$ cat src/rtl/dmem_arb_pkg.sv
`default_nettype none
// ============================================================================
// Module      : dmem_arb_pkg
// Description : Shared types and constants for the data-memory port arbiter.
//               - arb_state_t : arbiter ownership state (IDLE / OWN0 / OWN1)
//               - PORT_PIPE   : index of the pipeline MEM-stage requester
//               - PORT_AUX    : index of the secondary (debug/DMA) requester
//               - ADDR_W_DEF / DATA_W_DEF : default bus widths
// Revision    : 1.0 - initial release
// ============================================================================
package dmem_arb_pkg;

    localparam int ADDR_W_DEF = 32;
    localparam int DATA_W_DEF = 32;

    localparam logic PORT_PIPE = 1'b0;
    localparam logic PORT_AUX  = 1'b1;

    typedef enum logic [1:0] {
        IDLE = 2'd0,
        OWN0 = 2'd1,
        OWN1 = 2'd2
    } arb_state_t;

    // Ownership state that corresponds to a given port index.
    function automatic arb_state_t own_state(input logic id);
        return id ? OWN1 : OWN0;
    endfunction

endpackage : dmem_arb_pkg
`default_nettype wire

$ cat src/rtl/dmem_arb_pick.sv
`default_nettype none
// ============================================================================
// Module      : dmem_arb_pick
// Description : Pure-combinational 2-way request picker.
//               Ports:
//                 req[1:0]    in  : per-port request (already reset-gated)
//                 last        in  : port granted most recently
//                 owner_valid in  : a port currently holds the lock
//                 owner_id    in  : index of the lock holder
//                 gnt[1:0]    out : one-hot grant (or zero)
//               Build option DMEM_ARB_RR_EN: when defined, ties go to the port
//               that was not granted last (round-robin); otherwise port 0
//               (pipeline) always wins a tie.
// Revision    : 1.0 - initial release
// ============================================================================
module dmem_arb_pick
    import dmem_arb_pkg::*;
(
    input  logic [1:0] req,
    input  logic       last,
    input  logic       owner_valid,
    input  logic       owner_id,
    output logic [1:0] gnt
);

    // Port index that wins when both ports request in IDLE.
    logic w_tie_pick;

`ifdef DMEM_ARB_RR_EN
    assign w_tie_pick = ~last;
`else
    logic w_unused_last;
    assign w_unused_last = last;
    assign w_tie_pick    = PORT_PIPE;
`endif

    always_comb begin
        gnt = 2'b00;
        if (owner_valid) begin
            // Locked: only the owner may be granted, the other port waits.
            gnt = owner_id ? {req[1], 1'b0} : {1'b0, req[0]};
        end else if (req == 2'b11) begin
            gnt = w_tie_pick ? 2'b10 : 2'b01;
        end else begin
            gnt = req;
        end
    end

endmodule : dmem_arb_pick
`default_nettype wire

$ cat src/rtl/dmem_port_arbiter.sv
`default_nettype none
// ============================================================================
// Module      : dmem_port_arbiter
// Description : Shares the single data-memory port between the pipeline MEM
//               stage (port 0) and a secondary master (port 1).
//               Ports:
//                 m0_* / m1_*  : requester command in, gnt/rvalid/rdata out
//                 mem_*        : command to data_memory, mem_rdata returned
//                                one cycle after mem_read
//               Grants and the memory command are combinational from req and
//               registered state. A granted beat with lock=1 keeps ownership
//               until the owner issues a beat (or idles) with lock=0.
//               Build option DMEM_ARB_RR_EN: round-robin tie break (builds the
//               'last' register); undefined gives fixed priority to port 0.
// Revision    : 1.0 - initial release
// ============================================================================
module dmem_port_arbiter
    import dmem_arb_pkg::*;
#(
    parameter int ADDR_W = ADDR_W_DEF,
    parameter int DATA_W = DATA_W_DEF
) (
    input  logic                  clk,
    input  logic                  rst,

    input  logic                  m0_req,
    input  logic                  m0_we,
    input  logic                  m0_lock,
    input  logic [ADDR_W-1:0]     m0_addr,
    input  logic [DATA_W-1:0]     m0_wdata,
    input  logic [DATA_W/8-1:0]   m0_wstrb,
    output logic                  m0_gnt,
    output logic                  m0_rvalid,
    output logic [DATA_W-1:0]     m0_rdata,

    input  logic                  m1_req,
    input  logic                  m1_we,
    input  logic                  m1_lock,
    input  logic [ADDR_W-1:0]     m1_addr,
    input  logic [DATA_W-1:0]     m1_wdata,
    input  logic [DATA_W/8-1:0]   m1_wstrb,
    output logic                  m1_gnt,
    output logic                  m1_rvalid,
    output logic [DATA_W-1:0]     m1_rdata,

    output logic                  mem_read,
    output logic                  mem_write,
    output logic [ADDR_W-1:0]     mem_addr,
    output logic [DATA_W-1:0]     mem_wdata,
    output logic [DATA_W/8-1:0]   mem_wstrb,
    input  logic [DATA_W-1:0]     mem_rdata
);

    arb_state_t r_state;
    arb_state_t w_state_nxt;
    logic       r_rsp_pend;
    logic       r_rsp_id;
    logic       w_last;

    logic [1:0] w_req;
    logic [1:0] w_gnt;
    logic       w_any_gnt;
    logic       w_sel;
    logic       w_sel_we;
    logic       w_sel_lock;

    // Requests are masked while reset is asserted so every output reads 0.
    assign w_req = {m1_req, m0_req} & {2{~rst}};

    dmem_arb_pick u_pick (
        .req         (w_req),
        .last        (w_last),
        .owner_valid (r_state != IDLE),
        .owner_id    (r_state == OWN1),
        .gnt         (w_gnt)
    );

    assign m0_gnt     = w_gnt[0];
    assign m1_gnt     = w_gnt[1];
    assign w_any_gnt  = |w_gnt;
    assign w_sel      = w_gnt[1];
    assign w_sel_we   = w_sel ? m1_we   : m0_we;
    assign w_sel_lock = w_sel ? m1_lock : m0_lock;

    // ---------------------------------------------------------------- command
    assign mem_read  = w_any_gnt & ~w_sel_we;
    assign mem_write = w_any_gnt &  w_sel_we;
    assign mem_addr  = w_any_gnt ? (w_sel ? m1_addr  : m0_addr)  : '0;
    assign mem_wdata = w_any_gnt ? (w_sel ? m1_wdata : m0_wdata) : '0;
    assign mem_wstrb = w_any_gnt ? (w_sel ? m1_wstrb : m0_wstrb) : '0;

    // ---------------------------------------------------------------- FSM
    always_comb begin
        w_state_nxt = r_state;
        case (r_state)
            IDLE: begin
                if (w_any_gnt && w_sel_lock) begin
                    w_state_nxt = own_state(w_sel);
                end
            end
            // Owner releases either with an unlocked beat or by going idle
            // with lock dropped; idle with lock held keeps ownership.
            OWN0: begin
                if (!m0_lock && (w_gnt[0] || !m0_req)) begin
                    w_state_nxt = IDLE;
                end
            end
            OWN1: begin
                if (!m1_lock && (w_gnt[1] || !m1_req)) begin
                    w_state_nxt = IDLE;
                end
            end
            default: w_state_nxt = IDLE;
        endcase
    end

    always_ff @(posedge clk or posedge rst) begin
        if (rst) begin
            r_state    <= IDLE;
            r_rsp_pend <= 1'b0;
            r_rsp_id   <= PORT_PIPE;
        end else begin
            r_state    <= w_state_nxt;
            r_rsp_pend <= mem_read;
            r_rsp_id   <= w_sel;
        end
    end

    // ---------------------------------------------------------------- last
`ifdef DMEM_ARB_RR_EN
    logic r_last;

    always_ff @(posedge clk or posedge rst) begin
        if (rst) begin
            r_last <= PORT_AUX;
        end else if (w_any_gnt) begin
            r_last <= w_sel;
        end
    end

    assign w_last = r_last;
`else
    assign w_last = PORT_AUX;
`endif

    // ---------------------------------------------------------------- response
    assign m0_rvalid = r_rsp_pend & (r_rsp_id == PORT_PIPE);
    assign m1_rvalid = r_rsp_pend & (r_rsp_id == PORT_AUX);
    assign m0_rdata  = m0_rvalid ? mem_rdata : '0;
    assign m1_rdata  = m1_rvalid ? mem_rdata : '0;

endmodule : dmem_port_arbiter
`default_nettype wire
$ cat config.mk
export PLATFORM = sky130hd
export DESIGN_NAME = dmem_port_arbiter
export DESIGN_NICKNAME = d
export VERILOG_FILES = /design/src/rtl/dmem_arb_pkg.sv /design/src/rtl/dmem_arb_pick.sv /design/src/rtl/dmem_port_arbiter.sv
export SDC_FILE = /design/constraint.sdc
export NUM_CORES = 1
export LEC_CHECK = 0
export ABC_AREA = 1
export CAP_MARGIN = 10
export CORE_AREA = 2 2 121 123
export CTS_BUF_LIST = sky130_fd_sc_hd__clkbuf_8
export DETAILED_ROUTE_END_ITERATION = 8
export DIE_AREA = 0 0 123 125
export GPL_TIMING_DRIVEN = 0
export MAX_ROUTING_LAYER = met4
export PLACE_DENSITY = 0.6
export SLEW_MARGIN = 20
export SYNTH_ARGS = -nofsm -noshare
export SYNTH_HDL_FRONTEND = slang
export SYNTH_HIERARCHICAL = 1
export SYNTH_SLANG_ARGS = --single-unit
$ cat constraint.sdc
create_clock -name clk -period 3.3 [get_ports clk]
set_clock_uncertainty 0.2 [all_clocks]
set_input_delay 0.495 -clock clk [delete_from_list [all_inputs] [get_ports clk]]
set_output_delay 0.495 -clock clk [all_outputs]
set_load 0.02 [all_outputs]
# Word level (Yosys, flattened, before mapping)
# Index checks and enable logic that the tools add are counted.
word_totals:
  out_inout_bits: 138
  input_bits: 176
  word_cells: 48
  register_bits: 4
classes:
  eq_ne: 6
  n_reduce_logical: 13
  n_mux: 18
  n_bitwise: 8
op_table:
  columns: ["operator", "n"]
  rows:
  - ["32-bit 2-to-1 mux", 6]
  - ["2-bit 2-to-1 mux", 7]
  - ["4-bit 2-to-1 mux", 2]
  - ["2-bit != test (second input constant)", 3]
  - ["2-bit one-hot mux with 3 select lines", 1]
  - ["1-bit AND", 4]
  - ["2-bit equality test (second input constant)", 2]
  - ["1-bit zero test", 4]
  - ["1-bit logical AND", 3]
  - ["1-bit inverter", 3]
  - ["3-bit AND reduction", 1]
  - ["2-bit AND", 1]
  - ["2-bit by 1-bit equality test with 1-bit output (second input constant)", 1]
  - ["2-bit zero test", 1]
  - ["1-bit logical OR", 2]
  - ["1-bit 2-to-1 mux", 2]
  - ["2-bit nonzero test", 1]
  - ["2-bit OR reduction", 1]

# Longest topological paths before layout
logic_depth:
  depth_word: 9
  ltp_mapped: 13
  mapped_depth_nobuf: 13

# Modules after synthesis
# Netlist, hierarchy kept.
modules_own_cells:
  columns: ["module", "instances", "cells_each", "area_per_inst_um2", "seq_area_each_um2"]
  rows:
  - ["dmem_port_arbiter", 1, 410, 1818.0, 100.1]
  - ["dmem_arb_pick", 1, 6, 26.3, 0.0]

# Least setup slack after synthesis
# OpenSTA, ideal clock, no wires.
synth_path:
  path_kind: "reg-to-output"
  from: "register r_state[0]"
  to: "output mem_addr[11]"
  path_buffers: 3
  setup_slack_ns: 0.769
  path_stages_with_launch: 9
  arrival_time_ns: 1.836
  t_required_ns: 2.605
  cell_sequence: "dfrtp_1 nor2_1 inv_1 a21oi_1 buf_4 buf_6 buf_6 a21oi_1 nor2_1"
synth_between:
  elab_chain_cells: 5
  elab_cells_between_ends: 7
  classes_between: "eq/ne: 1; mux: 4; reduce/logical: 2"
synth_lines:
  columns: ["item", "line", "text"]
  rows:
  - ["start: declaration", "dmem_port_arbiter.sv:54", "arb_state_t r_state;"]
  - ["start signal: assignment", "dmem_port_arbiter.sv:123", "r_state <= w_state_nxt;"]
  - ["2-bit equality test", "dmem_port_arbiter.sv:74", ".owner_id (r_state == OWN1),"]
  - ["2-bit 2-to-1 mux", "dmem_arb_pick.sv:41", "gnt = owner_id ? {req[1], 1'b0} : {1'b0, req[0]};"]
  - ["2-bit 2-to-1 mux (*)", "dmem_arb_pick.sv:39", "if (owner_valid) begin"]
  - ["named net m0_gnt", "dmem_port_arbiter.sv:32", "output logic m0_gnt,"]
  - ["2-bit OR reduction (*)", "dmem_port_arbiter.sv:80", "assign w_any_gnt = |w_gnt;"]
  - ["32-bit 2-to-1 mux (*)", "dmem_port_arbiter.sv:88", "assign mem_addr = w_any_gnt ? (w_sel ? m1_addr : m0_addr) : '0;"]
  - ["end: declaration", "dmem_port_arbiter.sv:48", "output logic [ADDR_W-1:0] mem_addr,"]
# Mark *: on every way through the listed nets, which the timed path passes. The rest lies on a longest branch.

# Worst setup path after layout
layout_path:
  from: "input m1_req"
  to: "output mem_read"
layout_between:
  elab_chain_cells: 7
  elab_cells_between_ends: 9
  classes_between: "eq/ne: 1; mux: 4; bitwise: 3; reduce/logical: 1"
layout_lines:
  columns: ["item", "line", "text"]
  rows:
  - ["start: declaration", "dmem_port_arbiter.sv:36", "input logic m1_req,"]
  - ["2-bit AND (*)", "dmem_port_arbiter.sv:68", "assign w_req = {m1_req, m0_req} & {2{~rst}};"]
  - ["named net w_req[1]", "dmem_port_arbiter.sv:60", "logic [1:0] w_req;"]
  - ["2-bit equality test", "dmem_arb_pick.sv:42", "end else if (req == 2'b11) begin"]
  - ["2-bit 2-to-1 mux", "dmem_arb_pick.sv:42", null]
  - ["2-bit 2-to-1 mux (*)", "dmem_arb_pick.sv:39", null]
  - ["1-bit 2-to-1 mux", "dmem_port_arbiter.sv:82", "assign w_sel_we = w_sel ? m1_we : m0_we;"]
  - ["1-bit inverter", "dmem_port_arbiter.sv:86", "assign mem_read = w_any_gnt & ~w_sel_we;"]
  - ["1-bit AND (*)", "dmem_port_arbiter.sv:86", null]
  - ["end: declaration", "dmem_port_arbiter.sv:46", "output logic mem_read,"]
# Marks and branches as above.

==> impl_summary.txt <==
----------------------------------------------------
[Outcome]
  Outcome ... finished, final reports clean

[Worst hold path]
  Tightest Hold Check Type ... in2async

[Critical path]
  Kind of end point of the critical path ... primary output
  CP max FO ... 10
  Data arrival at the endpoint of the critical path ... 2.44 ns
  Worst EP required ... 2.60 ns
  Critical path depth ... 9
  Critical path class ... in2out
  Slowest cell on the critical path ... sky130_fd_sc_hd__clkdlybuf4s50_1
  Largest stage delay on the critical path ... 0.47 ns
  Logic depth of the worst register-to-register path ... 8
  Critical R2R Launch ... r_state[0]
  Worst path cell trace ... clkdlybuf4s50_1 > inv_1 > nor2_1 > nand3_1 > nand2_1 > buf_6 > mux2i_2 > o21a_1 > clkdlybuf4s15_1
  Critical path buffer and inverter count ... 4
  Delay-heaviest family, CP ... buffers and inverters
  Worst setup path startpoint ... m1_req
  Startpoint kind of the worst setup timing path ... input port

[Clocking]
  Worst-Skew Late Latency ... 0.22 ns
  Number of levels the H-tree was split into ... 1
  Clock sinks ... 4
  Count of instances resized after the clock tree is built ... 82
  Post-CTS setup buffers ... 0
  Hold buffer count at CTS ... 0
  Number of CTS-inserted buffers ... 3
  Clk pin slew, worst setup/hold paths ... 0.03 ns
  Clock Tree Buf Depth ... 2
  Clock tree from TritonCTS ... yes
  CTS Root Cell ... sky130_fd_sc_hd__clkbuf_8

[STA]
  Slew at the pin with the worst max-slew slack ... 0.275 ns
  Tcrit/Tclk final ... 95.0%
  Slew margin rel. ... 81.6%
  Setup violation total in the final timing report ... 0
  RSZ-0062 raised after global routing ... no
  Sum of negative setup slack ... 0 ns
  Maximum operating frequency ... 319 MHz
  Count of endpoints failing hold in the final timing report ... 0
  Max-slew violation count ... 0
  Clock period minus worst slack ... 3.14 ns

[Synth]
  Net Count, Synth ... 591
  Mapped Cells ... 415
  Yosys warns ... 6
  Post-synthesis instance area ... 0.00184 mm^2
  Synthesized area divided by synthesized cell count ... 4.43 um^2

[Final layout]
  Fraction of final layout cells with drive strength greater than 1 ... 5.88%
  Area growth from synthesis to layout ... 181%
  Final antenna diode count ... 0
  # nets final ... 909
  Fill cell count ... 1,640

[Placement]
  Final Wtd Congestion ... 0.799
  HPWL after detailed placement ... 10,900 um
  IO Port Bufs ... 313

[Routing]
  Routed length per instance ... 13.7 um
  Detailed Route WL ... 12,500 um
  Drc violations ... 0
  DR vias/cell ... 3.93
  Via count ... 3,598
  ANT nets after route ... 0
  Detailed Routing Iterations Pass 1 ... 4
  First DRT Iteration DRCs ... 105

[GRT]
  Total global-route track usage ... 15.7%
  Pin count of the biggest net entering global routing ... 11
  First-pass GRT wire length ... 18,300 um
  Overall overflow remaining after global route ... 0
  Via count of the first global-routing pass ... 3,514
  Antenna violations before repair ... 0

[Floorplan]
  Top-level port count ... 314
  Die outline area ... 0.0154 mm^2
  Horiz. Die Dim ... 123 um
  Num rows ... 44
  Initial core utilization ... 13.0%
  Core area ... 0.0142 mm^2
  Chip Height ... 125 um

[Power and ir drop]
  Overall power after layout ... 1.44 mW
  Worst ir drop on vdd ... 0.117 mV
  LEAKAGE ... 2.85 nW
  Cell Pwr Density ... 278 mW/mm^2

[Run]
  Max capacitance violation total ... 0

----------------------------------------------------
[cells in the final DEF (no fill, tap or decap)]
cell type	n
sky130_fd_sc_hd__clkdlybuf4s50_1	243
sky130_fd_sc_hd__nor2_1	138
sky130_fd_sc_hd__nand2_1	85
sky130_fd_sc_hd__inv_1	81
sky130_fd_sc_hd__dlygate4sd2_1	60
sky130_fd_sc_hd__a21oi_1	34
sky130_fd_sc_hd__o21ai_0	26
sky130_fd_sc_hd__buf_4	13
sky130_fd_sc_hd__o21ai_1	9
sky130_fd_sc_hd__buf_6	8
sky130_fd_sc_hd__clkbuf_2	8
sky130_fd_sc_hd__buf_2	7
sky130_fd_sc_hd__nand3_1	4
sky130_fd_sc_hd__dfrtp_1	4
sky130_fd_sc_hd__clkbuf_8	3
sky130_fd_sc_hd__clkdlybuf4s15_1	2
sky130_fd_sc_hd__inv_2	1
sky130_fd_sc_hd__nor2_2	1
sky130_fd_sc_hd__mux2i_2	1
sky130_fd_sc_hd__o21a_1	1
sky130_fd_sc_hd__dlymetal6s2s_1	1
sky130_fd_sc_hd__a21oi_2	1
[final timing paths]
kind	endpoint	slack (ns)
max in group asynchronous	r_state[0]	2.42
hold / removal	r_rsp_id	0.34
hold reg to reg	r_state[0]	0.38
setup reg to reg	r_rsp_pend	1.29
min in group clk	r_state[0]	0.38
setup / recovery	mem_read	0.16
[stage by stage]
step | setup WS [ns] | cell area, um^2 | cells | util (%) | hold slack [ns]
after floorplan | 0.769 | 1840 | 415 | - | 0.0611
after global placement | -0.274 | 5200 | 912 | 36.6 | 0.364
after detailed placement | -0.258 | 5200 | 912 | 36.6 | 0.371
after CTS | 0.0294 | 5190 | 915 | 36.6 | 0.339
after global routing | 0.00292 | 5170 | 915 | 36.4 | 0.369
final | 0.165 | 5170 | 915 | 36.4 | 0.337
[registers in the layout, summed over array words and instances (netlist names)]
name,flops
r_rsp_id,1
r_rsp_pend,1
r_state,2
[metal layers]
layer / vias up / share of wire (%) / track usage [%]
li1: 1848 / - / -
met1: 1530 / 38 / 17.7
met2: 212 / 52 / 29.6
met3: 8 / 8.7 / 2.14
met4: 0 / 1.0 / 2.07
met5: - / 0 / -
[layout make-up]
class	count	area, um^2	share of cell area [%]
Multi-Input combinational cell	300	1240	24.0
Buffer	29	228	4.40
Sequential cell	4	100	1.94
Inverter	82	308	5.95
Clock buffer	3	41.3	0.798
Tap cell	184	230	4.45
Timing Repair Buffer	313	3030	58.5
[report_power, final]
group / internal (mW) / total [mW] / switching, mW / leakage, nW
Clock: 0.0777 / 0.103 / 0.0257 / 0.0216
Combinational: 0.567 / 1.27 / 0.700 / 2.78
Sequential: 0.0617 / 0.0698 / 0.00816 / 0.0527
Total: 0.706 / 1.44 / 0.734 / 2.85
Power figures use the tool's default switching activity.
